===== src/rtl/arr_arb_pkg.sv =====
// Shared types and the round-robin selection helper for the array port arbiter.
package arr_arb_pkg;

    localparam int NREQ_MAX = 8;
    localparam int IDX_W    = 3;

    typedef enum logic {
        IDLE   = 1'b0,
        LOCKED = 1'b1
    } arb_state_e;

    // One-hot pick of the first requester at or after ptr, wrapping at n.
    function automatic logic [NREQ_MAX-1:0] rr_pick(
        input logic [NREQ_MAX-1:0] req,
        input logic [IDX_W-1:0]    ptr,
        input int                  n
    );
        logic [NREQ_MAX-1:0] pick;
        logic                found;
        int                  idx;
        pick  = '0;
        found = 1'b0;
        for (int k = 0; k < NREQ_MAX; k++) begin
            idx = int'(ptr) + k;
            if (idx >= n) begin
                idx = idx - n;
            end
            if ((k < n) && !found && (idx < NREQ_MAX) && req[idx[IDX_W-1:0]]) begin
                pick[idx[IDX_W-1:0]] = 1'b1;
                found                = 1'b1;
            end
        end
        return pick;
    endfunction

endpackage


===== src/rtl/arr_port_arbiter_rr_picker.sv =====
// Combinational round-robin select: first active request at or above ptr, wrapping.
module rr_picker
    import arr_arb_pkg::*;
#(
    parameter int NREQ  = 2,
    parameter int PTR_W = 1
) (
    input  logic [NREQ-1:0]  req,
    input  logic [PTR_W-1:0] ptr,
    output logic [NREQ-1:0]  gnt
);

    logic [NREQ_MAX-1:0] req_ext;
    logic [NREQ_MAX-1:0] pick;
    logic [IDX_W-1:0]    ptr_ext;
    logic                unused_pick;

    always_comb begin
        req_ext             = '0;
        req_ext[NREQ-1:0]   = req;
        ptr_ext             = '0;
        ptr_ext[PTR_W-1:0]  = ptr;
        pick                = rr_pick(req_ext, ptr_ext, NREQ);
    end

    assign gnt = pick[NREQ-1:0];
    // Upper pick bits are always zero because the request is zero-extended.
    assign unused_pick = ^pick;

endmodule


===== src/rtl/arr_port_arbiter.sv =====
// Shares one single-port, 1-cycle-latency array RAM among NREQ requesters
// with lock sequences, host override and read-return routing.
//
// state  | meaning
// IDLE   | no lock owner; grant via host override or round-robin
// LOCKED | owner holds the port while it requests, up to MAX_LOCK grants
module arr_port_arbiter
    import arr_arb_pkg::*;
#(
    parameter int NREQ     = 2,
    parameter int DATA_W   = 64,
    parameter int ADDR_W   = 1,
    parameter int MAX_LOCK = 4
) (
    input  logic                     clk,
    input  logic                     rst_n,
    input  logic                     host_ovr,
    input  logic [NREQ-1:0]          req,
    input  logic [NREQ-1:0]          lock,
    input  logic [NREQ-1:0]          we,
    input  logic [NREQ*ADDR_W-1:0]   addr,
    input  logic [NREQ*DATA_W-1:0]   wdata,
    output logic [NREQ-1:0]          gnt,
    output logic [NREQ-1:0]          rvalid,
    output logic [DATA_W-1:0]        rdata,
    output logic                     arrWEnable,
    output logic [ADDR_W-1:0]        arrAddr,
    output logic [DATA_W-1:0]        arrWData,
    input  logic [DATA_W-1:0]        arrRData
);

    localparam int PTR_W = (NREQ > 1) ? $clog2(NREQ) : 1;
    localparam int CNT_W = $clog2(MAX_LOCK + 1);

    arb_state_e        state;
    logic [PTR_W-1:0]  rr_ptr;
    logic [PTR_W-1:0]  owner;
    logic [CNT_W-1:0]  lock_cnt;
    logic [NREQ-1:0]   rd_tag;

    logic [NREQ-1:0]   rr_gnt;
    logic [NREQ-1:0]   gnt_pre;
    logic [PTR_W-1:0]  gnt_idx;
    logic [PTR_W-1:0]  next_ptr;
    logic [CNT_W-1:0]  cnt_new;
    logic              lock_hit;
    logic              host_hit;
    logic              rr_hit;
    logic              any_gnt;
    logic              gnt_lock;
    logic              force_rel;

    rr_picker #(
        .NREQ  (NREQ),
        .PTR_W (PTR_W)
    ) u_rr_picker (
        .req (req),
        .ptr (rr_ptr),
        .gnt (rr_gnt)
    );

    always_comb begin
        lock_hit = (state == LOCKED) && req[owner] && (lock_cnt < CNT_W'(MAX_LOCK));
        host_hit = !lock_hit && host_ovr && req[0];
        rr_hit   = !lock_hit && !host_hit && (|req);
        gnt_pre  = '0;
        if (lock_hit) begin
            gnt_pre[owner] = 1'b1;
        end else if (host_hit) begin
            gnt_pre[0] = 1'b1;
        end else begin
            gnt_pre = rr_gnt;
        end
    end

    // Holding reset must never let a command through to the RAM.
    assign gnt = rst_n ? gnt_pre : '0;

    always_comb begin
        gnt_idx = '0;
        for (int i = 0; i < NREQ; i++) begin
            if (gnt[i]) begin
                gnt_idx = PTR_W'(i);
            end
        end
    end

    always_comb begin
        any_gnt   = |gnt;
        gnt_lock  = |(gnt & lock);
        cnt_new   = (lock_hit ? lock_cnt : '0) + CNT_W'(1);
        force_rel = gnt_lock && (cnt_new >= CNT_W'(MAX_LOCK));
        next_ptr  = (gnt_idx == PTR_W'(NREQ - 1)) ? '0 : gnt_idx + 1'b1;
    end

    always_comb begin
        arrWEnable = |(gnt & we);
        arrAddr    = '0;
        arrWData   = '0;
        if (any_gnt) begin
            arrAddr  = addr[int'(gnt_idx)*ADDR_W +: ADDR_W];
            arrWData = wdata[int'(gnt_idx)*DATA_W +: DATA_W];
        end
    end

    assign rvalid = rd_tag;
    assign rdata  = arrRData;

    always_ff @(posedge clk or negedge rst_n) begin
        if (!rst_n) begin
            state    <= IDLE;
            owner    <= '0;
            lock_cnt <= '0;
            rr_ptr   <= '0;
            rd_tag   <= '0;
        end else begin
            rd_tag <= gnt & ~we;
            // A forced release moves the pointer past the owner so others get a turn.
            if (rr_hit || force_rel) begin
                rr_ptr <= next_ptr;
            end
            if (gnt_lock && !force_rel) begin
                state    <= LOCKED;
                owner    <= gnt_idx;
                lock_cnt <= cnt_new;
            end else begin
                state    <= IDLE;
                lock_cnt <= '0;
            end
        end
    end

endmodule


===== config.mk =====
export PLATFORM = sky130hd
export DESIGN_NAME = arr_port_arbiter
export DESIGN_NICKNAME = d
export VERILOG_FILES = /design/src/rtl/arr_arb_pkg.sv /design/src/rtl/arr_port_arbiter_rr_picker.sv /design/src/rtl/arr_port_arbiter.sv
export SDC_FILE = /design/constraint.sdc
export NUM_CORES = 1
export LEC_CHECK = 0
export CELL_PAD_IN_SITES_DETAIL_PLACEMENT = 2
export CELL_PAD_IN_SITES_GLOBAL_PLACEMENT = 2
export CORE_AREA = 2 2 129 131
export DETAILED_ROUTE_END_ITERATION = 12
export DIE_AREA = 0 0 131 133
export PLACE_DENSITY_LB_ADDON = 0.12
export SLEW_MARGIN = 0
export SYNTH_ARGS = -nofsm -noshare
export SYNTH_HDL_FRONTEND = slang
export SYNTH_SLANG_ARGS = --single-unit

===== constraint.sdc =====
create_clock -name clk -period 7.6 [get_ports clk]
set_input_delay 2.28 -clock clk [delete_from_list [all_inputs] [get_ports clk]]
set_output_delay 2.28 -clock clk [all_outputs]
set_load 0.03 [all_outputs]

Yosys cells after proc, flatten, opt, wreduce, memory -nomap -nowiden
Cells that the tools add are included.

cells by class
  reduce and logical (&&, ||, !) cells = 23
  shift operators = 2
  $lt $le $gt $ge = 12
  div/mod/pow operators = 0
  add/subtract/negate cells = 5
  $mul = 0
  bitwise gates (word level) = 5
  equal/unequal tests = 0
  muxes and demuxes = 28

operator list
  cell                                                                count
  variable part select 128 x 8 -> 64 bit                              1
  less-than comparator 32 x 5 -> 1 bit, second input constant         2
  2-to-1 mux 32 bit                                                   2
  2-to-1 mux 64 bit                                                   1
  greater-or-equal comparator 32 x 3 -> 1 bit, second input constant  1
  subtractor 32 x 3 -> 32 bit, second input constant                  1
  logical AND 1 bit                                                   14
  2-to-1 mux 1 bit                                                    14
  less-than comparator 3 x 4 -> 1 bit, second input constant          2
  2-to-1 mux 2 bit                                                    4
  OR reduction 2 bit                                                  4
  AND 2 bit                                                           3
  binary-select mux 1 bit (select 3 bit)                              2
  demux 1 bit (select 3 bit)                                          2
  greater-or-equal comparator 3 x 1 -> 1 bit, second input constant   2
  2-to-1 mux 3 bit                                                    2
  zero test 1 bit                                                     4
  adder 3 x 1 -> 3 bit, second input constant                         1
  greater-or-equal comparator 3 bit, second input constant            1
  less-than comparator 3 bit, second input constant                   1
  subtractor 1 x 2 -> 3 bit, second input constant                    1
  adder 1 x 1 -> 2 bit, second input constant                         1
  greater-or-equal comparator 1 x 2 -> 1 bit, second input constant   1
  less-than comparator 1 x 2 -> 1 bit, second input constant          1
  7 further kinds                                                     7

storage, ports and cells
  bits in latches = 0
  input port bits = 203
  logic and storage cells = 80
  memory bits (read-only) = 0
  register bits after elaboration = 8
  bits in writable memories = 0
  memories kept = 0

Depth between registers and ports, before layout
  depth in word-level cells = 19
  gate-level depth with buffers = 7

Hierarchy
Synthesis repeated with hierarchy kept, for this count alone.

unflattened totals
  cell total of the unflattened synthesis = 193
  area, all modules = 1669.1 um^2

modules (own cells, without submodules)
  module            instances  cells an instance  area an instance (um^2)
  arr_port_arbiter  1          190                1650.3
  rr_picker         1          3                  18.8

Worst setup path before layout
No wires, ideal clock.

  path kind = input to output
  start point = in req[0]
  end point = out arrWData[30]
  data required time = 5.320 ns
  data arrival time = 3.652 ns
  stages on the path = 6
  path buffers = 3
  setup slack = 1.668 ns
  path through = buf_2 > and4bb_1 > a311oi_4 > buf_4 > buf_6 > a22o_1

between the ends
  cells in the longest elaborated chain, start to end = 14
  elaborated cells on any way between the ends = 27
  classes of those cells = 1 x shift; 15 x mux; 1 x bitwise; 10 x reduce/logical

RTL lines
  element                                 line                     RTL
  start, declared                         arr_port_arbiter.sv:18   input logic [NREQ-1:0] req,
  binary-select mux 1 bit (select 3 bit)  arr_arb_pkg.sv:28        if ((k < n) && !found && (idx < NREQ_MAX) && req[idx[IDX_W-1:0]]) begin
  2-to-1 mux 1 bit (implied by the code)  arr_arb_pkg.sv:28
  logical AND 1 bit                       arr_arb_pkg.sv:28
  2-to-1 mux 1 bit                        arr_arb_pkg.sv:28
  zero test 1 bit                         arr_arb_pkg.sv:28
  logical AND 1 bit (2 in series)         arr_arb_pkg.sv:28
  2-to-1 mux 2 bit                        arr_arb_pkg.sv:28
  2-to-1 mux 1 bit                        arr_port_arbiter.sv:69   end else if (host_hit) begin
  2-to-1 mux 2 bit *                      arr_port_arbiter.sv:67   if (lock_hit) begin
  2-to-1 mux 2 bit *                      arr_port_arbiter.sv:77   assign gnt = rst_n ? gnt_pre : '0;
  2-to-1 mux 1 bit                        arr_port_arbiter.sv:82   if (gnt[i]) begin
  variable part select 128 x 8 -> 64 bit  arr_port_arbiter.sv:102  arrWData = wdata[int'(gnt_idx)*DATA_W +: DATA_W];
  2-to-1 mux 64 bit *                     arr_port_arbiter.sv:100  if (any_gnt) begin
  end, declared                           arr_port_arbiter.sv:28   output logic [DATA_W-1:0] arrWData,

Every way passes the cells marked *; elsewhere a longest branch is shown, timed or not. The select of a mux whose other input is x is not followed.

Worst setup path after layout
  start point = in req[0]
  end point = out arrWData[5]

The elaborated chain is that of the path after synthesis.

==> out/metrics.cfg <==
[timing]
drv_slew = 0
whs_ns = 0.536
period_needed_ns = 7.03
fmax_ghz = 0.142
finClkSkew_ns = 0.00133
rsz0062_at_grt = no
finalHoldViolations = 0
setup_tns_ns = 0
finalSetupViolations = 0
timing.final.crit_share = 0.925

[clock_network]
clk_pin_slew_ns = 0.04
cts_tree = built
cts_buffer_depth = 2
cts.htree.levels = 1
cts_hold_buf = 0
cts_inserted_buffers = 3
clkLatencyLatePin_ns = 0.23
cts-resized-gates = 0
post_cts_buffers = 0
cts.sinks = 8
root_buffer = clkbuf_16

[logic_synthesis]
synth_compound_area_frac = 0.430
ys_ff_latch = 8
synth-xor-area-share = 0
synthSimpleGateAreaFrac = 0.0623
synthAdderAreaFrac = 0.00789
syn_area_um2 = 1590
ys_seq_area_frac = 0.126
yosys_warnings = 0
syn_inst = 188
synth.distinct_cells = 26
synth_top_family_by_area = compound AO/OA/AOI/OAI gates
synthMuxAreaShare = 0.0126
syn_avg_cell_area_um2 = 8.44
syn_nets = 392

[floorplanning]
die_x_um = 131
rows = 47
core-area_um2 = 16200
die_h_um = 133
ioPinCount = 337
dieArea_um2 = 17400
start_util = 0.0981

[critical_path]
slowest_stage = clkdlybuf4s50_1
critPathKind = in2out
end_kind = primary output
crit_top_cell = clkdlybuf4s50_1
crit_path_cell_trace = clkdlybuf4s50_1, and4bb_1, a311oi_4, buf_4, a22o_1, clkdlybuf4s50_1
start_kind = primary input
critPathArrivalTime_ns = 4.75
worstPathMaxFanout = 24
critPathRequiredTime_ns = 5.32
slowest_delay_ns = 0.67

[pwr]
power_uw = 379
ir_drop_mv = 0.0434
power_density_nw_per_um2 = 108
leakagePower_nw = 1.30

[cells_and_area]
fin_nets = 530
stdcell_count = 544
area_growth_pct = 121
nFillCells = 1816
n_antenna_cell = 0
final_cell_mix = clkdlybuf4s50_1, a22o_1, dfrtp_1
layout-drive-gt1-share = 0.0340
final_common_cell = clkdlybuf4s50_1

[grt]
grt_pass1_vias = 2160
grt_max_degree = 48
antenna_found_initial = 0
grt_pass1_wl_mm = 12.3
overflow = 0
grt.total_usage = 0.0919

[drt]
via_per_inst = 3.67
detail-route-antenna-nets = 0
vias = 1996
wire_per_inst_um = 16.3
drtIter0Drc = 48
drt_first_pass_iters = 2
drc = 0
routed_wl_mm = 8.87

[place]
dp.cells = 541
place_congestion = 0.662
portBuffers = 208
place.detailed.hpwl_mm = 7.33

[run_status]
status = finished, final reports clean

[run]
max-cap-violations = 0

[min_path]
min_path_type = reg2reg

[kinds of logic (layout without fill, tap and decap cells)]
group           count (synthesis)  count (layout)
other cells                     1               1
simple gates                   17              17
compound gates                 78              78
flops                           8               8
mux                             2               2
buf+inv                        81             217
fa+ha+maj                       1               1
[sequential cells by signal, indices dropped and copies added (netlist names)]
register and cells:
lock_cnt 3, owner 1, rr_ptr 1, rvalid 2, state 1
[report_power, final]
| part | internal (mW) | switching [mW] | total, mW |
|---|---|---|---|
| registers | 0.0460 | 0.00210 | 0.0481 |
| clock network | 0.0678 | 0.0205 | 0.0883 |
| logic | 0.133 | 0.110 | 0.242 |
[metal layers]
metal  vias up  wire, um  track usage  part of all wire
met5         -         0            0                 0
met2       106      4870        0.186              0.55
met1       952      3000       0.0867              0.34
met3        25       842       0.0275             0.095
li1        913         -            -                 -
met4         0       153       0.0242             0.017
[stage by stage]
step	util	setup slack [ns]	cell area, um2
2_1_floorplan	-	1.67	1590
3_3_place_gp	0.212	0.567	3440
3_5_place_dp	0.212	0.556	3440
4_1_cts	0.217	0.545	3510
5_1_grt	0.217	0.435	3510
6_report	0.217	0.568	3510
[worst paths after layout]
kind	start	end	slack [ns]	depth (start not counted)
min in group asynchronous	rst_n	rvalid[0]	2.56	2
hold reg to reg	rr_ptr	rr_ptr	0.54	1
setup reg to reg	state	rr_ptr	5.63	6
setup / recovery	req[0]	arrWData[5]	0.57	6
hold / removal	rr_ptr	rr_ptr	0.54	1
max in group asynchronous	rst_n	owner	4.91	2
[cell type report]
| cell class | instances | area (um2) | area share |
|---|---|---|---|
| clock buffers | 3 | 75.1 | 0.0214 |
| inverters | 1 | 3.75 | 0.00107 |
| flip-flops and latches | 8 | 200 | 0.0570 |
| multi-input cells | 99 | 825 | 0.235 |
| repair buffers | 213 | 2130 | 0.607 |
| well taps | 220 | 275 | 0.0784 |
[critical path: cells and delay by family]
| kind | cells | cell delay (ns) |
|---|---|---|
| AO/OA/AOI/OAI | 2 | 0.54 |
| AND/OR/NAND/NOR | 1 | 0.31 |
| buffers and inverters | 3 | 1.61 |
[synthesized netlist by cell type]
cell type	number	area share
a22o_1	66	0.36
buf_4	66	0.31
buf_2	8	0.025
dfrtp_1	8	0.13
clkbuf_1	5	0.012
a211oi_1	3	0.014
and2_1	3	0.012
nand2_1	3	0.0071
nand2b_1	3	0.012
nor2b_1	3	0.012
a21oi_1	2	0.0063
a21oi_2	2	0.011
mux2i_1	2	0.013
nor2_1	2	0.0047
a21o_1	1	0.0047
a311oi_4	1	0.017
and3_1	1	0.0039
and4bb_1	1	0.0079
buf_6	1	0.0071
conb_1	1	0.0024
ha_1	1	0.0079
inv_1	1	0.0024
nand3_1	1	0.0032
o21ai_0	1	0.0032
o21ai_1	1	0.0032
o32a_1	1	0.0063
Power figures use the tool's default switching activity.
